### config.mk
export PLATFORM = sky130hd
export DESIGN_NAME = serial_alu_ctrl
export DESIGN_NICKNAME = d
export VERILOG_FILES = /design/src/rtl/serial_alu_pkg.sv /design/src/rtl/one_bit_alu.sv /design/src/rtl/serial_alu_ctrl.sv
export SDC_FILE = /design/constraint.sdc
export NUM_CORES = 1
export LEC_CHECK = 0
export CAP_MARGIN = 25
export CORE_MARGIN = 1.5
export CORE_UTILIZATION = 51
export CTS_CLUSTER_DIAMETER = 200
export DETAILED_ROUTE_END_ITERATION = 7
export HOLD_SLACK_MARGIN = 0.06
export PLACE_DENSITY_LB_ADDON = 0.25
export SETUP_SLACK_MARGIN = 0.5
export SYNTH_ARGS = -nofsm -noshare
export SYNTH_HDL_FRONTEND = slang
export SYNTH_SLANG_ARGS = --single-unit
### constraint.sdc
create_clock -name clk_i -period 4.93 [get_ports clk_i]
set_input_delay 0.986 -clock clk_i [delete_from_list [all_inputs] [get_ports clk_i]]
set_output_delay 0.986 -clock clk_i [all_outputs]
set_load 0.05 [all_outputs]
### src/rtl/serial_alu_pkg.sv
// Shared op codes, FSM encoding and op helpers for the bit-serial ALU sequencer.
package serial_alu_pkg;

    localparam logic [3:0] OP_ZERO  = 4'b0000;
    localparam logic [3:0] OP_A     = 4'b0001;
    localparam logic [3:0] OP_NOT_A = 4'b1001;
    localparam logic [3:0] OP_AND   = 4'b0100;
    localparam logic [3:0] OP_OR    = 4'b0101;
    localparam logic [3:0] OP_XOR   = 4'b0110;
    localparam logic [3:0] OP_ADD   = 4'b0111;
    localparam logic [3:0] OP_SUB   = 4'b1111;

    typedef enum logic [1:0] {
        ST_IDLE  = 2'd0,
        ST_SHIFT = 2'd1,
        ST_DONE  = 2'd2
    } state_t;

    function automatic logic is_arith(input logic [3:0] op);
        return (op == OP_ADD) || (op == OP_SUB);
    endfunction

    // Unknown codes collapse to ZERO so the datapath only ever sees legal ops.
    function automatic logic [3:0] legal_op(input logic [3:0] op);
        case (op)
            OP_A, OP_NOT_A, OP_AND, OP_OR, OP_XOR, OP_ADD, OP_SUB: return op;
            default: return OP_ZERO;
        endcase
    endfunction

endpackage

### src/rtl/one_bit_alu.sv
// Single-bit combinational ALU slice; SUB computes b + ~a + carry_in.
// Purely combinational, no state and no backpressure.
module one_bit_alu
    import serial_alu_pkg::*;
(
    input  logic       a_i,
    input  logic       b_i,
    input  logic       carry_in_i,
    input  logic [3:0] f_i,
    output logic       result_o,
    output logic       carry_bit_o
);

    logic na;
    assign na = ~a_i;

    always_comb begin
        result_o    = 1'b0;
        carry_bit_o = 1'b0;
        case (f_i)
            OP_A:     result_o = a_i;
            OP_NOT_A: result_o = na;
            OP_AND:   result_o = a_i & b_i;
            OP_OR:    result_o = a_i | b_i;
            OP_XOR:   result_o = a_i ^ b_i;
            OP_ADD: begin
                result_o    = a_i ^ b_i ^ carry_in_i;
                carry_bit_o = (a_i & b_i) | (a_i & carry_in_i) | (b_i & carry_in_i);
            end
            OP_SUB: begin
                result_o    = na ^ b_i ^ carry_in_i;
                carry_bit_o = (na & b_i) | (na & carry_in_i) | (b_i & carry_in_i);
            end
            default: ;
        endcase
    end

endmodule

### src/rtl/serial_alu_ctrl.sv
// Bit-serial sequencer running one_bit_alu over WIDTH-bit operands, LSB first.
// Latency WIDTH+1 cycles start->done; start_i ignored (not queued) while busy.
module serial_alu_ctrl
    import serial_alu_pkg::*;
#(
    parameter int WIDTH = 8
) (
    input  logic             clk_i,
    input  logic             rst_i,
    input  logic             start_i,
    input  logic [3:0]       op_i,
    input  logic [WIDTH-1:0] a_i,
    input  logic [WIDTH-1:0] b_i,
    output logic             busy_o,
    output logic             done_o,
    output logic [WIDTH-1:0] result_o,
    output logic             carry_o
);

    localparam int CNT_W = $clog2(WIDTH + 1);

    state_t           state_q, state_d;
    logic [WIDTH-1:0] a_sh, b_sh, res_sh;
    logic [3:0]       op_q;
    logic             carry_q;
    logic [CNT_W-1:0] cnt_q;
    logic             alu_res, alu_carry;
    logic             last_bit;
    logic [3:0]       op_in;

    assign last_bit = (cnt_q == CNT_W'(WIDTH - 1));
    assign op_in    = legal_op(op_i);

    one_bit_alu u_alu (
        .a_i         (a_sh[0]),
        .b_i         (b_sh[0]),
        .carry_in_i  (carry_q),
        .f_i         (op_q),
        .result_o    (alu_res),
        .carry_bit_o (alu_carry)
    );

    always_ff @(posedge clk_i or posedge rst_i) begin
        if (rst_i) state_q <= ST_IDLE;
        else       state_q <= state_d;
    end

    always_comb begin
        state_d = state_q;
        case (state_q)
            ST_IDLE:  if (start_i) state_d = ST_SHIFT;
            ST_SHIFT: if (last_bit) state_d = ST_DONE;
            ST_DONE:  state_d = ST_IDLE;
            default:  state_d = ST_IDLE;
        endcase
    end

    always_comb begin
        busy_o = (state_q != ST_IDLE);
        done_o = (state_q == ST_DONE);
    end

    always_ff @(posedge clk_i or posedge rst_i) begin
        if (rst_i) begin
            a_sh     <= '0;
            b_sh     <= '0;
            res_sh   <= '0;
            op_q     <= OP_ZERO;
            carry_q  <= 1'b0;
            cnt_q    <= '0;
            result_o <= '0;
            carry_o  <= 1'b0;
        end else begin
            case (state_q)
                ST_IDLE: begin
                    if (start_i) begin
                        a_sh    <= a_i;
                        b_sh    <= b_i;
                        op_q    <= op_in;
                        res_sh  <= '0;
                        cnt_q   <= '0;
                        // SUB is B + ~A + 1, so the +1 rides in on the carry.
                        carry_q <= (op_in == OP_SUB);
                    end
                end
                ST_SHIFT: begin
                    res_sh  <= {alu_res, res_sh[WIDTH-1:1]};
                    a_sh    <= a_sh >> 1;
                    b_sh    <= b_sh >> 1;
                    carry_q <= is_arith(op_q) & alu_carry;
                    cnt_q   <= cnt_q + CNT_W'(1);
                    if (last_bit) begin
                        result_o <= {alu_res, res_sh[WIDTH-1:1]};
                        carry_o  <= is_arith(op_q) & alu_carry;
                    end
                end
                default: ;
            endcase
        end
    end

endmodule

==> reports/metrics.csv <==
stage,metric,value,unit
synth,number of enable flip-flop cells after synthesis,0,
run,maxcap violations,0,
outcome,outcome,"finished, final reports clean",
clock_network,H-tree level count,2,
cells_and_area,fin util,0.667,
floorplan,Initial Util,0.537,
clock_network,"CTS clk-pin slew, worst paths",80,ps
placement,GP Congestion,0.725,
synth,Yosys warnings,0,
clock_network,root buf cell,clkbuf_8,
setup_path,CP required,3940,ps
setup_path,R2R Setup Slk,2940,ps
cells_and_area,"most common cell after layout, fill and taps aside",dfrtp_1,
placement,worst slack at placement,2330,ps
synth,main flop type after synthesis,dfrtp_1,
floorplan,num rows,22,
detailed_routing,Vias,1518,
detailed_routing,met3 wire length,120,µm
synth,largest family of logic cells by synthesized area,simple AND/OR/NAND/NOR gates,
cells_and_area,area grow syn2layout,24.3,%
clock_network,CTS tree,built,
cells_and_area,share of cells above drive strength 1,0.103,
min_path,Min-Delay Path Class,reg2reg,
clock_network,worst skew pair latency,290,ps
grt,vias in the first global route,1501,
floorplan,DIE AREA,0.00430,mm²
detailed_routing,highest metal used,met4,
setup_path,Worst Path Arrival,1760,ps
synth,syn_nets,226,
sta,Slew headroom,0.654,
cells_and_area,most frequent cells in the layout,"dfrtp_1, clkdlybuf4s50_1, nand2_1, nor2_1, o22ai_1",
setup_path,crit start category,flip-flop,
setup_path,cells along the critical path,or2_2 -> clkdlybuf4s50_1,
placement,hpwl dp,2.51,mm
detailed_routing,WL final,3.69,mm
clock_network,Max Buffers Root-to-Sink,2,
grt,Global Route Usage Sum,0.200,
detailed_routing,wire per inst,13.1,µm
setup_path,CP peak stage delay,710,ps
sta,Min Hold Slack,498,ps
synth,Cell variety after synth,34,
cells_and_area,Nets,259,
synth,complex-gate fraction of the synthesized area,0.125,
synth,Synth Area in Simple Gates,0.205,
grt,antenna violations before repair,0,
sta,final hold vios,0,
synth,mux contribution to synthesized area,0.0451,
grt,largest net degree at the start of global routing,44,
sta,Final Max Slew Viols,0,
floorplan,I/O pins,34,
sta,worst setup margin,2180,ps
detailed_routing,Vias per Instance,5.40,
synth,Adder-Cell Fraction of Synth Area,0.0251,
setup_path,Worst path slowest cell,clkdlybuf4s50_1,
sta,setup_tns,0,ps
power,Leakage,0.00111,µW
detailed_routing,DRC errors left,0,
synth,post-synthesis xor/xnor area fraction,0.00439,
floorplan,Die Y,65.6,µm
grt,first-pass GRT wire length,6.56,mm
power,Power Density,631,mW/mm²
sta,RSZ-0062 raised after global routing,no,
clock_network,CTS resizes,0,
synth,Synth Register Bits,43,
synth,post-synthesis area per instance,10.0,µm²
setup_path,critical path peak fanout,5,
detailed_routing,drt pass-1 iters,4,
synth,Mapped Area,0.00200,mm²
floorplan,Die X-Extent,65.6,µm
sta,Slew @ Worst Pin,520,ps
synth,asr flop ratio synth,1.00,
sta,Final min period,2750,ps
sta,Final setup viols,0,
sta,Tcrit/Tclk final,0.557,
sta,highest clock rate,0.364,GHz
setup_path,Setup CP Type,reg2out,
floorplan,Core Region,0.00372,mm²
synth,"Seq/Total Area, Yosys",0.539,
synth,post-synthesis cell count,199,
grt,grt ovf,0,
clock_network,sink count of the clock tree,43,
detailed_routing,post-route ant nets,0,
detailed_routing,Routed met1 length,1.73,mm
detailed_routing,met2 WL,1.82,mm
setup_path,CP Capture Type,output pin,
detailed_routing,iteration-0 DRC count of the detailed router,85,
sta,skew final,4.92,ps
power,maximum vdd ir drop,0.270,mV
clock_network,cts bufs inserted,5,
clock_network,hold_buf cts,0,
placement,Port-buffer cells,33,
clock_network,post-CTS setup buffers,0,
cells_and_area,Antenna diodes,0,
power,Final Power,1570,µW
routing by layer:
layer	global-route usage	vias up
met4	0.0469	0
met1	0.253	733
met3	0.0599	2
met2	0.338	29
met5	0	-
li1	-	754
state kept, by name, indices dropped and copies added, names as in the netlist:
signal and cells:
state_q 2, result_o 8, carry_o 1, op_q 4, a_sh 8, cnt_q 4, b_sh 8, carry_q 1
res_sh 7
path summary, 6_finish.rpt:
check	endpoint	depth (start not counted)	startpoint
max	busy_o	2	state_q[0]
max in group asynchronous	b_sh[1]	3	rst_i
max reg2reg	result_o[3]	4	state_q[1]
min reg2reg	a_sh[4]	2	a_sh[4]
min	a_sh[4]	2	a_sh[4]
min in group asynchronous	res_sh[2]	3	rst_i
cells by family after synthesis:
| group | count (synthesis) |
|---|---|
| AOI/OAI and AO/OA | 41 |
| xor gates and xnor gates | 1 |
| adders and majority gates | 4 |
| buffers and inverters | 17 |
| DFF | 43 |
| muxes | 8 |
| and+or+nand+nor | 85 |
synthesized netlist by cell type, types with 2 or more instances:
| master | count | area, µm² |
|---|---|---|
| buf_2 | 2 | 10.0 |
| o211ai_1 | 2 | 15.0 |
| inv_1 | 7 | 26.3 |
| nand4_1 | 3 | 18.8 |
| clkbuf_1 | 2 | 7.51 |
| nand2_1 | 32 | 120 |
| a21oi_1 | 5 | 25.0 |
| o22ai_1 | 14 | 87.6 |
| buf_6 | 6 | 67.6 |
| ha_1 | 4 | 50.1 |
| mux2_2 | 8 | 90.1 |
| o21ai_0 | 7 | 35.0 |
| a22oi_1 | 2 | 15.0 |
| nor2b_1 | 2 | 12.5 |
| o21ai_1 | 4 | 20.0 |
| a31oi_1 | 3 | 18.8 |
| nand2b_1 | 2 | 12.5 |
| nor2_1 | 25 | 93.8 |
| nand3_1 | 12 | 60.1 |
| dfrtp_1 | 43 | 1080 |
cell type report:
cell class / count / area, µm²
clock inverter: 3 / 67.6
timing repair buffer: 36 / 373
sequential: 43 / 1080
clock buffer: 5 / 68.8
multi-input combinational: 139 / 808
tap: 48 / 60.1
inverter: 7 / 26.3
fill: 304 / 1240
worst max-delay path, delay by kind of cell (launching register included):
kind          cells  cell delay [ps]
simple gates      1              340
buf+inv           1              710
flops             1              420
metrics by stage:
stage	cells	cell area, µm²
2_1_floorplan	199	2000
3_3_place_gp	272	2320
3_5_place_dp	273	2340
4_1_cts	281	2480
5_1_grt	281	2480
6_report	281	2480
power by group:
part / switching [µW] / internal [µW] / leakage (µW)
Clock: 120 / 202 / 0.0000644
Sequential: 112 / 496 / 0.000549
Combinational: 375 / 261 / 0.000500
Total: 606 / 959 / 0.00111
No activity file was read; power rests on OpenSTA's default activity.
